--- config.mk ---
export PLATFORM = sky130hd
export DESIGN_NAME = prbs9_gen
export DESIGN_NICKNAME = d
export VERILOG_FILES = /design/src/rtl/prbs_pkg.sv /design/src/rtl/prbs9_lfsr_step.sv /design/src/rtl/prbs9_gen.sv
export SDC_FILE = /design/constraint.sdc
export NUM_CORES = 1
export LEC_CHECK = 0
export BUFFER_PORTS_ARGS = -buffer_cell sky130_fd_sc_hd__clkbuf_2
export CORE_AREA = 2 2 39 41
export CTS_CLUSTER_DIAMETER = 50
export DETAILED_ROUTE_END_ITERATION = 8
export DIE_AREA = 0 0 41 43
export GPL_ROUTABILITY_DRIVEN = 1
export PLACE_DENSITY = 0.52
export SYNTH_ARGS = -nofsm -noshare
export SYNTH_HDL_FRONTEND = slang
export SYNTH_SLANG_ARGS = --single-unit
--- constraint.sdc ---
create_clock -name clk -period 0.8 [get_ports clk]
set_input_delay 0.04 -clock clk [delete_from_list [all_inputs] [get_ports clk]]
set_output_delay 0.04 -clock clk [all_outputs]
set_load 0.005 [all_outputs]
--- src/rtl/prbs_pkg.sv ---
// Shared PRBS9 constants and the single-step LFSR function used by RTL and bench.
package prbs_pkg;

  localparam int unsigned    PRBS9_W            = 9;
  localparam int unsigned    PRBS9_TAP_HI       = 8;
  localparam int unsigned    PRBS9_TAP_LO       = 4;
  localparam logic [9-1:0]   PRBS9_DEFAULT_SEED = 9'h1FF;
  localparam int unsigned    PRBS9_PERIOD       = 511;

  // Fibonacci step for x^9 + x^5 + 1: shift left, feedback enters at the LSB.
  function automatic logic [PRBS9_W-1:0] prbs9_next(input logic [PRBS9_W-1:0] state);
    return {state[PRBS9_W-2:0], state[PRBS9_TAP_HI] ^ state[PRBS9_TAP_LO]};
  endfunction

endpackage

--- src/rtl/prbs9_lfsr_step.sv ---
// Combinational PRBS9 LFSR step: current state in, next state out.
module prbs9_lfsr_step
  import prbs_pkg::*;
(
  input  logic [PRBS9_W-1:0] state,
  output logic [PRBS9_W-1:0] next
);

  assign next = prbs9_next(state);

endmodule

--- src/rtl/prbs9_gen.sv ---
// Free-running PRBS9 generator; one bit per enabled clock, output straight from the LFSR MSB.
module prbs9_gen
  import prbs_pkg::*;
#(
  parameter logic [PRBS9_W-1:0] SEED = PRBS9_DEFAULT_SEED
) (
  input  logic clk,
  input  logic rst,
  input  logic enable,
  output logic bit_out
);

  // An all-zero seed would lock the LFSR, so it falls back to the default.
  localparam logic [PRBS9_W-1:0] SEED_EFF = (SEED == '0) ? PRBS9_DEFAULT_SEED : SEED;

  logic [PRBS9_W-1:0] state;
  logic [PRBS9_W-1:0] next;

  prbs9_lfsr_step u_step (
    .state (state),
    .next  (next)
  );

  // State register: reset reloads the seed and wins over enable; enable advances, else hold.
  always_ff @(posedge clk) begin
    if (rst) begin
      state <= SEED_EFF;
    end else if (enable) begin
      state <= next;
    end
  end

  assign bit_out = state[PRBS9_TAP_HI];

endmodule

==> impl_summary.log, run 1 <==
INFO  metric postSynthNetCount = 33
INFO  metric outcome = complete, no violations
INFO  metric synth-edff-count = 0
INFO  metric timing.critical_path.arrival = 0.70 ns
INFO  metric drv_slew = 0
INFO  metric cts_setup_buffers = 0
INFO  metric regArea = 181 sq um
INFO  metric regMostFlops = state
INFO  metric cts.htree.levels = 1
INFO  metric yosys-top-cells-count = dfxtp_1, mux2i_1, nand2_1
INFO  metric critPathTopFamily = flip-flops
INFO  metric grt_antenna_before_repair = 0
INFO  metric synthDominantAreaCellType = dfxtp_1
INFO  metric worstSkewPairLatency = 0.25 ns
INFO  metric post-route-min-period = 0.741 ns
INFO  metric unrepaired_setup_endpoints_after_global_routing = no
INFO  metric fp.dieW = 41 um
INFO  metric dp_slack = 0.0615 ns
INFO  metric synth-seq-area-share = 54.5%
INFO  metric gp_congestion = 0.647
INFO  metric hold_class = primary input to register
INFO  metric nets = 40
INFO  metric ys.flop_type = dfxtp_1
INFO  metric avgRoutedWirePerCell = 9.12 um
INFO  metric switchingPower = 168 uW
INFO  metric vias_per_cell = 3.87
INFO  metric io_buffer_count = 3
INFO  metric layout_area_overhead = 15.5%
INFO  metric tritoncts = built
INFO  metric timing.final.crit_share = 92.7%
INFO  metric total_number_of_clock_tree_sinks = 9
INFO  metric postSynthCellCount = 30
INFO  metric registers_with_the_most_flip_flops = state x9
INFO  metric clockBufferDepth = 2
INFO  metric critical_path.max_stage_delay = 0.34 ns
INFO  metric netlist_top_cells_area = dfxtp_1, mux2i_1, nand2_1
INFO  metric final_cell_area = 382 sq um
INFO  metric switching_share = 20.1%
INFO  metric n_antenna_cell = 0
INFO  metric synth-async-reset-ratio = 0%
INFO  metric clkSlewWorstSetupHoldPaths = 0.06 ns
INFO  metric cellLeakagePower = 0.000162 uW
INFO  metric fmax = 1350 MHz
INFO  metric finalSetupTns = 0 ns
INFO  metric globalRouteTotalUtil = 8.17%
INFO  metric maximum_number_of_pins_on_one_net_before_global_route_repair = 11
INFO  metric cp_slowest_cell = dfxtp_2
INFO  metric pin_count = 4
INFO  metric ir_drop = 0.934 mV
INFO  metric critPathKind = register to output pin
INFO  metric worst_ep_required_time = 0.76 ns
INFO  metric yosysWarnings = 0
INFO  metric timing.clock.skew = 0.00539 ns
INFO  metric power_report.internal_total = 667 uW
INFO  metric timing.critical_path.cells = clkbuf_2
INFO  metric first_pass_grt_wire_length = 814 um
INFO  metric worst_margin_slew = 0.289 ns
INFO  metric setup_viol_count_final = 0
INFO  metric worst_slack = 0.0587 ns
INFO  metric multi_input_comb_area = 135 sq um
INFO  metric number_of_cells_in_the_design_after_placement = 48
INFO  metric largest_reg_flops = 9
INFO  metric ant_nets = 0
INFO  metric synthMostInstantiatedCell = dfxtp_1
INFO  metric vias = 201
INFO  metric area_fraction_of_the_dominant_cell_type_after_synthesis = 54.5%
INFO  metric die_h = 43 um
INFO  metric critical_path_peak_fanout = 3
INFO  metric cellPowerDensity = 2190 mW/mm^2
INFO  metric clkPwrFrac = 39.6%
INFO  metric first_global_vias = 193
INFO  metric post_route_cells_drive_above_1_share = 25.0%
INFO  metric netlist_area = 330 sq um
INFO  metric first_pass_iters = 1
INFO  metric setup.worst_path.start_class = register
INFO  metric tritoncts.num_buffers = 3
INFO  metric dr.first_iter.drc_count = 0
INFO  metric seq_power_share = 55.5%
INFO  metric root_buffer = clkbuf_4
INFO  metric worstPathBufferInverterCount = 1
INFO  metric route.detailed.drc = 0
INFO  metric fp-row-count = 14
INFO  metric hold_viol_final = 0
INFO  metric grt_overflow = 0
INFO  metric max-slew-margin-rel = 80.7%
INFO  metric die_area = 0.00176 sq mm
INFO  metric layout.filler_cells = 144
INFO  metric max_cap_violations = 0
INFO  metric worst_hold_slack = 0.0519 ns
INFO  metric post_synth_num_cell_types = 8
INFO  metric total_cell_area_at_the_placement_stage = 354 sq um
INFO  metric initial_utilization = 23.9%
INFO  metric power.share.combinational = 5.0%
INFO  metric finish.cell_count_without_fillers = 52
INFO  metric critPathCaptureType = output pin
INFO  metric synth-seq-cells = 9
INFO  metric avgSynthCellArea = 11.0 sq um
INFO  metric drt_wl_total = 474 um
INFO  metric worst-r2r-setup-slack = 0.08 ns
INFO  metric core_region_area = 0.00138 sq mm
[timing repair]
action / 4_1_cts / 5_1_grt
endpoints found under the setup margin: 0 / 1
hold buffers: 0 / 0
resized for setup: 0 / 1
[worst paths after layout]
| check | from | endpoint | depth (start not counted) |
|---|---|---|---|
| worst max register to register | state[4] | state[0] | 2 |
| worst min register to register | state[5] | state[5] | 2 |
| worst min-delay path | rst | state[4] | 3 |
| worst max-delay path | state[8] | bit_out | 1 |
[per-stage QoR]
| stage | utilization [%] | total power, uW |
|---|---|---|
| global placement | 25.6 | 512 |
| floorplan | - | 508 |
| CTS | 27.5 | 862 |
| finish | 27.6 | 835 |
| detailed placement | 25.6 | 515 |
| global route | 27.6 | 895 |
[layout by cell type, fill, tap and decap left out]
master | netlist | layout
a31oi_1 | 1 | 1
clkbuf_1 | 0 | 1
clkbuf_2 | 0 | 3
clkbuf_4 | 0 | 3
dfxtp_1 | 9 | 8
dfxtp_2 | 0 | 1
inv_2 | 1 | 1
mux2i_1 | 8 | 8
nand2_1 | 8 | 8
nor3_2 | 1 | 1
xnor2_1 | 1 | 1
[tightest hold or removal path, cell delays in order]
cell and delay (ns):
clkbuf_2 0.11, inv_2 0.07, nand2_1 0.06
[power by group through the flow]
| stage | Sequential, uW | Combinational, uW | Clock (uW) |
|---|---|---|---|
| after floorplan | 471 | 36.3 | 0 |
| after global placement | 472 | 40.0 | 0 |
| after detailed placement | 473 | 42.5 | 0 |
| after CTS | 463 | 42.7 | 356 |
| after global routing | 464 | 45.9 | 386 |
| final | 463 | 41.5 | 330 |
[layout make-up]
cell class	instances	area share [%]
Clock buffer	4	6.89
Tap cell	16	5.25
Multi-Input combinational cell	19	35.4
Sequential cell	9	47.5
Timing Repair Buffer	3	3.93
Inverter	1	0.984
[routing by layer]
layer  share of wire (%)  vias to the layer above  GRT usage [%]  wire length [um]
li1                    -                      111              -                 -
met5                   0                        -              0                 0
met1                  42                       85           7.52               199
met4                   0                        0           6.00                 0
met3                 7.8                        0           9.42                37
met2                  50                        5           9.69               237
[kinds of logic (layout without fill, tap and decap cells)]
| family | count (synthesis) | in the layout | share of synthesized area [%] |
|---|---|---|---|
| multiplexers | 8 | 8 | 24.2 |
| XOR/XNOR | 1 | 1 | 2.65 |
| buffers and inverters | 2 | 8 | 4.54 |
| flip-flops | 9 | 9 | 54.5 |
| AND/OR/NAND/NOR | 9 | 9 | 12.1 |
| AO/OA/AOI/OAI | 1 | 1 | 1.90 |
(Power assumes the default switching activity.)
==> inputs of run 2 (changes only) <==
- PLACE_DENSITY: 0.52 -> 0.57
- SYNTH_HIERARCHICAL: unset -> 1
==> impl_summary.log, run 2 <==
INFO  metric total_number_of_clock_tree_sinks = 9 (unchanged)
INFO  metric grt_antenna_before_repair = 0 (unchanged)
INFO  metric maximum_number_of_pins_on_one_net_before_global_route_repair = 10 (-1)
INFO  metric registers_with_the_most_flip_flops = state x9
INFO  metric max_cap_violations = 0 (unchanged)
INFO  metric fp.dieW = 41 um (unchanged)
INFO  metric ir_drop = 1.02 mV (+8.9%)
INFO  metric die_h = 43 um (unchanged)
INFO  metric worst_margin_slew = 0.189 ns (-0.0995 ns)
INFO  metric clkSlewWorstSetupHoldPaths = 0.06 ns (about the same)
INFO  metric drv_slew = 0 (unchanged)
INFO  metric unrepaired_setup_endpoints_after_global_routing = yes
INFO  metric worst_ep_required_time = 0.95 ns (+0.19 ns)
INFO  metric core_region_area = 0.00138 sq mm (unchanged)
INFO  metric postSynthCellCount = 38 (+27%)
INFO  metric first_global_vias = 287 (+49%)
INFO  metric n_antenna_cell = 0 (unchanged)
INFO  metric finalSetupTns = -0.0416 ns (-0.0416 ns)
INFO  metric post-route-min-period = 0.836 ns (+0.0951 ns)
INFO  metric fmax = 1200 MHz (-11%)
INFO  metric first_pass_grt_wire_length = 1080 um (+33%)
INFO  metric hold_viol_final = 0 (unchanged)
INFO  metric drt_wl_total = 589 um (+24%)
INFO  metric postSynthNetCount = 41 (+24%)
INFO  metric root_buffer = clkbuf_4
INFO  metric critical_path.max_stage_delay = 0.33 ns (about the same)
INFO  metric netlist_area = 400 sq um (+21%)
INFO  metric globalRouteTotalUtil = 10.1% (+1.9 points)
INFO  metric cellLeakagePower = 0.000179 uW (+10%)
INFO  metric dp_slack = -0.0414 ns (-0.103 ns)
INFO  metric netlist_top_cells_area = dfxtp_1, a211o_1, buf_4
INFO  metric ant_nets = 0 (unchanged)
INFO  metric pin_count = 4 (unchanged)
INFO  metric timing.final.crit_share = 105% (+12 points)
INFO  metric synth-seq-cells = 9 (unchanged)
INFO  metric fp-row-count = 14 (unchanged)
INFO  metric cellPowerDensity = 2230 mW/mm^2 (+1.8%)
INFO  metric yosys-top-cells-count = a211o_1, buf_4, dfxtp_1
INFO  metric route.detailed.drc = 0 (unchanged)
INFO  metric critPathKind = register to register
INFO  metric synthDominantAreaCellType = dfxtp_1
INFO  metric grt_overflow = 0 (unchanged)
INFO  metric worst_slack = -0.0364 ns (-0.0951 ns)
INFO  metric setup.worst_path.start_class = register
INFO  metric die_area = 0.00176 sq mm (unchanged)
INFO  metric initial_utilization = 28.9% (+5.1 points)
INFO  metric outcome = complete, but fails checks
INFO  metric critical_path_peak_fanout = 3 (unchanged)
INFO  metric commonest_cells_after_routing_fill_and_taps_aside = a211o_1, dfxtp_1, nor2b_1, and2b_1, buf_4
INFO  metric failed_checks = negative setup slack
INFO  metric synth-edff-count = 0 (unchanged)
INFO  metric timing.critical_path.cells = xor2_1 > a211o_1
INFO  metric area_fraction_of_the_dominant_cell_type_after_synthesis = 45.0% (-9.5 points)
INFO  metric ys.flop_type = dfxtp_1
INFO  metric post_synth_num_cell_types = 7 (-1)
INFO  metric avgRoutedWirePerCell = 10.7 um (+17%)
INFO  metric yosysWarnings = 6 (+6)
INFO  metric cp_slowest_cell = dfxtp_2
INFO  metric tritoncts.num_buffers = 3 (unchanged)
INFO  metric largest_reg_flops = 9 (unchanged)
INFO  metric timing.critical_path.arrival = 0.99 ns (+0.29 ns)
INFO  metric timing.clock.skew = 0.000770 ns (-0.00462 ns)
INFO  metric critPathTopFamily = flip-flops
INFO  metric vias_per_cell = 4.47 (+16%)
INFO  metric avgSynthCellArea = 10.5 sq um (-4.3%)
INFO  metric layout.filler_cells = 144 (unchanged)
INFO  metric nets = 43 (+7.5%)
INFO  metric utilization = 30.7% (+3.1 points)
INFO  metric worstSkewPairLatency = 0.26 ns (about the same)
INFO  metric max-slew-margin-rel = 87.4% (+6.6 points)
INFO  metric vias = 246 (+22%)
INFO  metric worstPathBufferInverterCount = 0 (-1)
INFO  metric hold_class = primary input to register
INFO  metric gp_congestion = 0.685 (+5.9%)
INFO  metric synth-seq-area-share = 45.0% (-9.5 points)
INFO  metric critPathCaptureType = register
INFO  metric regMostFlops = state
INFO  metric layout_commonest_cell = a211o_1
INFO  metric first_pass_iters = 4 (+3)
INFO  metric dr.first_iter.drc_count = 1 (+1)
INFO  metric cts.htree.levels = 1 (unchanged)
INFO  metric layout_area_overhead = 5.94%
INFO  metric setup_viol_count_final = 2 (+2)
INFO  metric io_buffer_count = 3 (unchanged)
INFO  metric synth-async-reset-ratio = 0% (unchanged)
INFO  metric clockBufferDepth = 2 (unchanged)
INFO  metric post_route_cells_drive_above_1_share = 33.3% (+8.3 points)
INFO  metric tritoncts = built
run 2: cell count changes in the layout (fill, tap and decap cells not counted), moves of 4 or more:
cell	previous run	this run
a211o_1	0	9
mux2i_1	8	0
and2b_1	0	4
nand2_1	8	0
buf_4	0	4
nor2b_1	0	5
run 2: timing repair:
action	4_1_cts	5_1_grt
endpoints found under the hold margin	0	0
gates resized for setup	1	1
hold buffers	0	0
buffers inserted	1	0
setup endpoints to repair	2	7
run 2: report_power, final:
| part | switching (uW) | internal (uW) | total, uW |
|---|---|---|---|
| registers | 17.7 | 482 | 499 |
| logic | 40.0 | 58.0 | 98.1 |
| clock network | 155 | 192 | 346 |
| total | 212 | 732 | 944 |
run 2: worst paths after layout:
check | startpoint | to | slack, ns | cells after the start
max | state[4] | state[0] | -0.04 | 2
max reg2reg | state[4] | state[0] | -0.04 | 2
min reg2reg | state[7] | state[8] | 0.46 | 1
min | enable | state[1] | 0.11 | 2
run 2: kinds of logic after synthesis:
kind of cell | Yosys count | synth area share (%)
simple gates | 9 | 15.3
flops | 9 | 45.0
buf+inv | 10 | 17.8
compound gates | 9 | 19.7
xor+xnor | 1 | 2.19
run 2: final cells by class:
cell class	count	area [sq um]	area share, %
Sequential cell	9	184	43.4
Tap cell	16	20.0	4.72
Timing Repair Buffer	7	45.0	10.6
Multi-Input combinational cell	19	149	35.1
Clock buffer	4	26.3	6.19
run 2: layer usage:
metal  routed length, um  part of all wire, %  global-route usage, %  up-vias
li1                    -                    -                      -      126
met1                 210                   36                   7.82      112
met2                 334                   57                   16.3        5
met3                  13                  2.2                   3.14        3
met4                  30                  5.1                   12.0        0
met5                   0                    0                      0        -
run 2: stage by stage:
| stage | total power (uW) | cells | cell area [sq um] | hold slack, ns |
|---|---|---|---|---|
| after floorplan | 603 | 38 | 402 | 0.244 |
| after global placement | 593 | 50 | 388 | 0.366 |
| after detailed placement | 602 | 50 | 388 | 0.371 |
| after CTS | 962 | 55 | 423 | 0.0912 |
| after global routing | 1000 | 55 | 424 | 0.117 |
| final | 944 | 55 | 424 | 0.105 |
